<file path="src/rtl/sram_note_fetch_if.sv">
// Signal bundle for sram_note_fetch: the SRAM read port plus the player-side
// valid/ready instruction handshake and status.
interface sram_note_fetch_if #(
  parameter int ADDR_W = 18,
  parameter int DATA_W = 16,
  parameter int LVL_W  = 3
);
  logic              EN;
  logic [ADDR_W-1:0] SRAM_A;
  logic [DATA_W-1:0] SRAM_D;
  logic              SRAM_CE;
  logic              SRAM_OE;
  logic              SRAM_LB;
  logic              SRAM_UB;
  logic              SRAM_WE;
  logic [DATA_W-1:0] INS;
  logic              INS_VALID;
  logic              INS_READY;
  logic [LVL_W-1:0]  LEVEL;
  logic              DONE;

  modport master (
    input  EN, SRAM_D, INS_READY,
    output SRAM_A, SRAM_CE, SRAM_OE, SRAM_LB, SRAM_UB, SRAM_WE,
           INS, INS_VALID, LEVEL, DONE
  );

  modport slave (
    output EN, SRAM_D, INS_READY,
    input  SRAM_A, SRAM_CE, SRAM_OE, SRAM_LB, SRAM_UB, SRAM_WE,
           INS, INS_VALID, LEVEL, DONE
  );
endinterface

</file>
<file path="src/rtl/sram_note_fetch.sv">
// Read-only SRAM fetch FSM feeding a first-word-fall-through FIFO of note
// instructions. Define SRAM_NOTE_FETCH_LOOP_EN to repeat the song at END_WORD.
//
// state  | meaning
// S_IDLE | no fetch in flight; issue when EN and FIFO has room
// S_WAIT | SRAM_A presented, counting wait states before sampling SRAM_D
// S_HALT | end-of-song marker seen; left only by RST
module sram_note_fetch #(
  parameter int                ADDR_W      = 18,
  parameter int                DATA_W      = 16,
  parameter int                WAIT_CYCLES = 2,
  parameter int                FIFO_DEPTH  = 4,
  parameter logic [ADDR_W-1:0] START_ADDR  = '0,
  parameter logic [DATA_W-1:0] END_WORD    = 16'hFFFF
) (
  input  logic              CLK,
  input  logic              RST,
  sram_note_fetch_if.master bus
);

  localparam int PTR_W = $clog2(FIFO_DEPTH);
  localparam int LVL_W = PTR_W + 1;
  localparam int CNT_W = (WAIT_CYCLES > 1) ? $clog2(WAIT_CYCLES) : 1;
  localparam logic [CNT_W-1:0] CNT_LOAD = CNT_W'(WAIT_CYCLES - 1);
  localparam logic [LVL_W-1:0] LVL_FULL = LVL_W'(FIFO_DEPTH);

  typedef enum logic [1:0] {
    S_IDLE = 2'd0,
    S_WAIT = 2'd1,
    S_HALT = 2'd2
  } state_t;

  state_t            state, state_nxt;
  logic [ADDR_W-1:0] pc, pc_nxt;
  logic [ADDR_W-1:0] sram_a, sram_a_nxt;
  logic [CNT_W-1:0]  wait_cnt, wait_cnt_nxt;
  logic              push;
  logic              pop;

  logic [DATA_W-1:0] fifo_mem [FIFO_DEPTH];
  logic [PTR_W-1:0]  rd_ptr, wr_ptr;
  logic [LVL_W-1:0]  level;
  logic              ins_valid;

  assign ins_valid = (level != '0);
  assign pop       = ins_valid && bus.INS_READY;

  always_ff @(posedge CLK) begin
    if (RST) begin
      state    <= S_IDLE;
      pc       <= START_ADDR;
      sram_a   <= START_ADDR;
      wait_cnt <= '0;
    end else begin
      state    <= state_nxt;
      pc       <= pc_nxt;
      sram_a   <= sram_a_nxt;
      wait_cnt <= wait_cnt_nxt;
    end
  end

  always_comb begin
    state_nxt    = state;
    pc_nxt       = pc;
    sram_a_nxt   = sram_a;
    wait_cnt_nxt = wait_cnt;
    push         = 1'b0;
    case (state)
      S_IDLE: begin
        // A same-cycle pop frees a slot, so a full FIFO may still issue.
        if (bus.EN && ((level != LVL_FULL) || pop)) begin
          state_nxt    = S_WAIT;
          sram_a_nxt   = pc;
          wait_cnt_nxt = CNT_LOAD;
        end
      end
      S_WAIT: begin
        if (wait_cnt == '0) begin
          if (bus.SRAM_D != END_WORD) begin
            push      = 1'b1;
            pc_nxt    = pc + 1'b1;
            state_nxt = S_IDLE;
          end else begin
`ifdef SRAM_NOTE_FETCH_LOOP_EN
            // A marker at the song start means an empty song: halt, don't spin.
            if (pc == START_ADDR) begin
              state_nxt = S_HALT;
            end else begin
              pc_nxt    = START_ADDR;
              state_nxt = S_IDLE;
            end
`else
            state_nxt = S_HALT;
`endif
          end
        end else begin
          wait_cnt_nxt = wait_cnt - 1'b1;
        end
      end
      S_HALT: begin
        state_nxt = S_HALT;
      end
      default: begin
        state_nxt = S_IDLE;
      end
    endcase
  end

  always_ff @(posedge CLK) begin
    if (RST) begin
      rd_ptr <= '0;
      wr_ptr <= '0;
      level  <= '0;
    end else begin
      if (push) wr_ptr <= wr_ptr + 1'b1;
      if (pop)  rd_ptr <= rd_ptr + 1'b1;
      case ({push, pop})
        2'b10:   level <= level + 1'b1;
        2'b01:   level <= level - 1'b1;
        default: level <= level;
      endcase
    end
  end

  always_ff @(posedge CLK) begin
    if (push) fifo_mem[wr_ptr] <= bus.SRAM_D;
  end

  assign bus.SRAM_A    = sram_a;
  assign bus.SRAM_CE   = 1'b0;
  assign bus.SRAM_OE   = 1'b0;
  assign bus.SRAM_LB   = 1'b0;
  assign bus.SRAM_UB   = 1'b0;
  assign bus.SRAM_WE   = 1'b1;
  assign bus.INS       = ins_valid ? fifo_mem[rd_ptr] : '0;
  assign bus.INS_VALID = ins_valid;
  assign bus.LEVEL     = level;
  assign bus.DONE      = (state == S_HALT) && (level == '0);

endmodule

</file>
<file path="src/flat_wrapper.sv">
// flat-port wrapper written by rule: the top's interface ports become plain ports
module sram_note_fetch_flat 
#(
  parameter int                ADDR_W      = 18,
  parameter int                DATA_W      = 16,
  parameter int                WAIT_CYCLES = 2,
  parameter int                FIFO_DEPTH  = 4,
  parameter logic [ADDR_W-1:0] START_ADDR  = '0,
  parameter logic [DATA_W-1:0] END_WORD    = 16'hFFFF
)
  (CLK, RST, bus_EN, bus_SRAM_D, bus_INS_READY, bus_SRAM_A, bus_SRAM_CE, bus_SRAM_OE, bus_SRAM_LB, bus_SRAM_UB, bus_SRAM_WE, bus_INS, bus_INS_VALID, bus_LEVEL, bus_DONE);
  sram_note_fetch_if #(.ADDR_W(ADDR_W), .DATA_W(DATA_W), .LVL_W((3))) bus_i ();
  input  logic CLK;
  input  logic RST;
  input wire logic [$bits(bus_i.EN)-1:0] bus_EN;
  input wire logic [$bits(bus_i.SRAM_D)-1:0] bus_SRAM_D;
  input wire logic [$bits(bus_i.INS_READY)-1:0] bus_INS_READY;
  output wire logic [$bits(bus_i.SRAM_A)-1:0] bus_SRAM_A;
  output wire logic [$bits(bus_i.SRAM_CE)-1:0] bus_SRAM_CE;
  output wire logic [$bits(bus_i.SRAM_OE)-1:0] bus_SRAM_OE;
  output wire logic [$bits(bus_i.SRAM_LB)-1:0] bus_SRAM_LB;
  output wire logic [$bits(bus_i.SRAM_UB)-1:0] bus_SRAM_UB;
  output wire logic [$bits(bus_i.SRAM_WE)-1:0] bus_SRAM_WE;
  output wire logic [$bits(bus_i.INS)-1:0] bus_INS;
  output wire logic [$bits(bus_i.INS_VALID)-1:0] bus_INS_VALID;
  output wire logic [$bits(bus_i.LEVEL)-1:0] bus_LEVEL;
  output wire logic [$bits(bus_i.DONE)-1:0] bus_DONE;
  assign bus_i.EN = bus_EN;
  assign bus_i.SRAM_D = bus_SRAM_D;
  assign bus_i.INS_READY = bus_INS_READY;
  assign bus_SRAM_A = bus_i.SRAM_A;
  assign bus_SRAM_CE = bus_i.SRAM_CE;
  assign bus_SRAM_OE = bus_i.SRAM_OE;
  assign bus_SRAM_LB = bus_i.SRAM_LB;
  assign bus_SRAM_UB = bus_i.SRAM_UB;
  assign bus_SRAM_WE = bus_i.SRAM_WE;
  assign bus_INS = bus_i.INS;
  assign bus_INS_VALID = bus_i.INS_VALID;
  assign bus_LEVEL = bus_i.LEVEL;
  assign bus_DONE = bus_i.DONE;
  sram_note_fetch #(.ADDR_W(ADDR_W), .DATA_W(DATA_W), .WAIT_CYCLES(WAIT_CYCLES), .FIFO_DEPTH(FIFO_DEPTH), .START_ADDR(START_ADDR), .END_WORD(END_WORD)) u_core (.CLK(CLK), .RST(RST), .bus(bus_i));
endmodule
</file>
<file path="config.mk">
export PLATFORM = sky130hd
export DESIGN_NAME = sram_note_fetch_flat
export DESIGN_NICKNAME = d
export VERILOG_FILES = /design/src/rtl/sram_note_fetch_if.sv /design/src/rtl/sram_note_fetch.sv /design/src/flat_wrapper.sv
export SDC_FILE = /design/constraint.sdc
export NUM_CORES = 1
export LEC_CHECK = 0
export ABC_AREA = 1
export BUFFER_PORTS_ARGS = -buffer_cell sky130_fd_sc_hd__buf_2
export CAP_MARGIN = 10
export CORE_UTILIZATION = 40
export CTS_BUF_LIST = sky130_fd_sc_hd__clkbuf_4
export DETAILED_ROUTE_END_ITERATION = 7
export PLACE_DENSITY = 0.58
export SETUP_SLACK_MARGIN = 0.5
export SYNTH_ARGS = -nofsm -noshare
export SYNTH_HDL_FRONTEND = slang
export SYNTH_SLANG_ARGS = --single-unit
</file>
<file path="constraint.sdc">
create_clock -name CLK -period 2.3 [get_ports CLK]
set_clock_uncertainty 0.05 [all_clocks]
set_input_delay 0.23 -clock CLK [delete_from_list [all_inputs] [get_ports CLK]]
set_output_delay 0.23 -clock CLK [all_outputs]
set_load 0.02 [all_outputs]
</file>
==> reports/qor.csv <==
stage,metric,value,unit
worst_setup_path,worstReg2RegStart,u_core.bus.LEVEL[2]$_SDFFE_PP0P_,
outcome,failed_checks,DRC,
pwr,p_leak,2.288,nW
synth,syn_area_per_cell,9.171,µm²
synth,yosysTopAreaCell,edfxtp_1,
timing,finalHoldViolations,0,
timing,setup_ws,0.3653,ns
drt,post_drt_via_cell_ratio,4.909,
pwr,power_density,803.1,nW/µm²
timing,rsz0062_at_grt,yes,
placed_design,io_buffers,58,
cts,htree_levels,3,
floorplanning,num_rows,39,
drt,ant_nets,0,
drt,totalWireLength,10.93,mm
floorplanning,die_area,12550,µm²
drt,wl_per_cell,14.15,µm
timing,final.setup.tns,0,ns
drt,met2_length,5.220,mm
global_routing,grtUsageTotal,17.70,%
cts,cts_tree,done,
global_routing,overflow,0,
cts,cts_root_buffer,clkbuf_4,
synth,ys_ff_latch,112,
floorplanning,initial_core_util,41.69,%
global_routing,antenna_found_initial,0,
synth,synth-warning-count,0,
cells_and_area,area_growth,25.63,%
cells_and_area,diodes,0,
pwr,clock_power_share,21.1,%
outcome,status,"complete, but fails checks",
worst_setup_path,cp.arrival,1.65,ns
drt,drc,9,
global_routing,first_global_vias,3570,
synth,synth_seq_area_share,59.53,%
min_path,hp-class,input pin to register,
pwr,p_int,3.361,mW
cells_and_area,layout_commonest_cell,nor2_1,
cts,cts_max_path_buffers,2,
pwr,seqPwrFrac,46.7,%
global_routing,grt_pass1_wl,17.31,mm
drt,wl_met1,5.098,mm
placed_design,gp_congestion,0.8237,
cts,clk_pin_slew_worst_paths,0.16,ns
pwr,p_switching,1.525,mW
timing,final.period_utilization,84.12,%
cells_and_area,fin_util,52.38,%
floorplanning,die_h,112.0,µm
drt,routed.top_layer,met4,
cells_and_area,design_area,6083,µm²
pwr,p_comb_share,32.2,%
floorplanning,die_width,112.0,µm
placed_design,dpl_cell_area,5298,µm²
synth,synth.top_cell.area_share,39.69,%
cts,cts_made_buffers,9,
synth,synth.area.top_cells,"edfxtp_1 (40%), dfxtp_1 (20%), nor2_1 (7.5%)",
synth,syn_area,4842,µm²
worst_setup_path,cp-start-kind,register,
placed_design,hpwl,6.668,mm
pwr,swShare,31.21,%
worst_setup_path,path_max_fanout,6,
drt,dr_wl_met3,490,µm
drt,dr.pass1.iters,6,
timing,min_period,1.935,ns
cts,clkSinkCount,112,
cells_and_area,fill_cells,1080,
synth,synth_cells,528,
worst_setup_path,end_kind,output port,
min_path,hold_start,bus_EN,
floorplanning,pin_count,64,
timing,setup_viol,0,
synth,synth.distinct_cells,27,
run,cap_violations,0,
placed_design,pre_cts_ws,0.2841,ns
floorplanning,core_area,11610,µm²
timing,fmax,0.5169,GHz
global_routing,grt_max_degree,39,
drt,drt_iter0_markers,224,
pwr,vdd_ir_drop_max,0.4659,mV
cts,clkLatencyLatePin,0.46,ns
cells_and_area,finalNetCount,652,
cells_and_area,drive_above_1_share,25.28,%
cells_and_area,mostFrequentLayoutCells,"nor2_1 (82), nand2_1 (72), edfxtp_1 (64)",
drt,vias,3790,
worst_setup_path,critPathRequiredTime,2.02,ns
timing,slew_viol_final,0,
worst_setup_path,crit_type,register to output port,
==> power by group through the flow <==
stage / combinational [mW] / clock, mW / sequential (mW)
floorplan: 0.647 / 0 / 2.34
detailed placement: 1.04 / 0 / 2.31
CTS: 1.46 / 1.07 / 2.28
finish: 1.57 / 1.03 / 2.28
global route: 1.69 / 1.14 / 2.29
global placement: 1.03 / 0 / 2.31
==> kinds of logic (layout without fill, tap and decap cells) <==
family / Yosys count / in the layout / share of synthesized area (%)
XOR/XNOR: 4 / 4 / 0.7234
AND/OR/NAND/NOR: 198 / 198 / 16.95
adder cells (fa/ha/maj): 7 / 7 / 1.964
flip-flops: 112 / 112 / 59.53
buffers and inverters: 80 / 178 / 7.132
other: 2 / 5 / 0.1551
AO/OA/AOI/OAI: 125 / 125 / 13.54
==> final timing paths <==
path	end	slack (ns)	cells past startpoint
worst max-delay path	bus_INS[15]	0.37	6
worst min-delay path	u_core.state[1]$_SDFFE_PP0P_	0.07	5
worst max register to register	u_core.bus.LEVEL[1]$_SDFFE_PP0P_	0.37	10
worst min register to register	u_core.bus.SRAM_A[10]$_SDFFE_PP0P_	0.40	2
==> registers in the layout, indices dropped and copies added (netlist names), named ones only <==
| name | cells |
|---|---|
| u_core.wr_ptr | 2 |
| u_core.pc | 18 |
| u_core.rd_ptr | 2 |
| u_core.fifo_mem | 64 |
| u_core.state | 2 |
| u_core.bus.LEVEL | 3 |
| u_core.bus.SRAM_A | 18 |
| u_core.wait_cnt | 1 |
==> synth_stat cells (all sizes together) <==
library cell,n
nand2,74
ha,6
nand4,6
edfxtp,64
inv,53
fa,1
o21ai,65
dfxtp,48
conb,2
nor2,103
clkbuf,13
nor3,3
buf,14
a21oi,60
nand3,12
xnor2,4
==> per-stage QoR <==
stage                     power (mW)  hold WS [ns]  cells
final                          4.885       0.06618    772
after global routing           5.122       0.05477    772
after CTS                      4.804       0.01901    765
after detailed placement       3.354        0.3835    720
after global placement         3.334        0.3806    720
after floorplan                2.992        0.2491    531
==> per-layer routing <==
layer / track usage [%] / vias to the layer above
met5: 0 / -
met4: 6.133 / 0
met3: 3.564 / 8
met2: 29.07 / 74
met1: 23.43 / 1770
li1: - / 1938
==> repair_timing <==
item / CTS / global route
buffers inserted: 13 / 3
hold endpoints to repair: 64 / 0
setup endpoints to repair: 20 / 74
hold buffers: 16 / 0
pin swaps: 27 / 15
resized for setup: 76 / 39
cloned: 1 / 4
==> critical path, stage by stage (launching register included) <==
cell and delay (ns):
dfxtp_2 0.39, clkinvlp_4 0.14, buf_6 0.17, nor2_2 0.07, o21ai_1 0.06, a21oi_1 0.19
buf_4 0.17
==> final cells by class <==
class                      count  area [µm²]  area share [%]
sequential                   112        2898           47.63
timing repair buffer         110       924.6           15.20
multi-input combinational    339        1719           28.26
inverter                      53       212.7           3.497
tap                          143       178.9           2.941
clock buffer                   9       67.56           1.111
clock inverter                 6       82.58           1.357
Note: power is estimated with default switching activity, not from simulation.
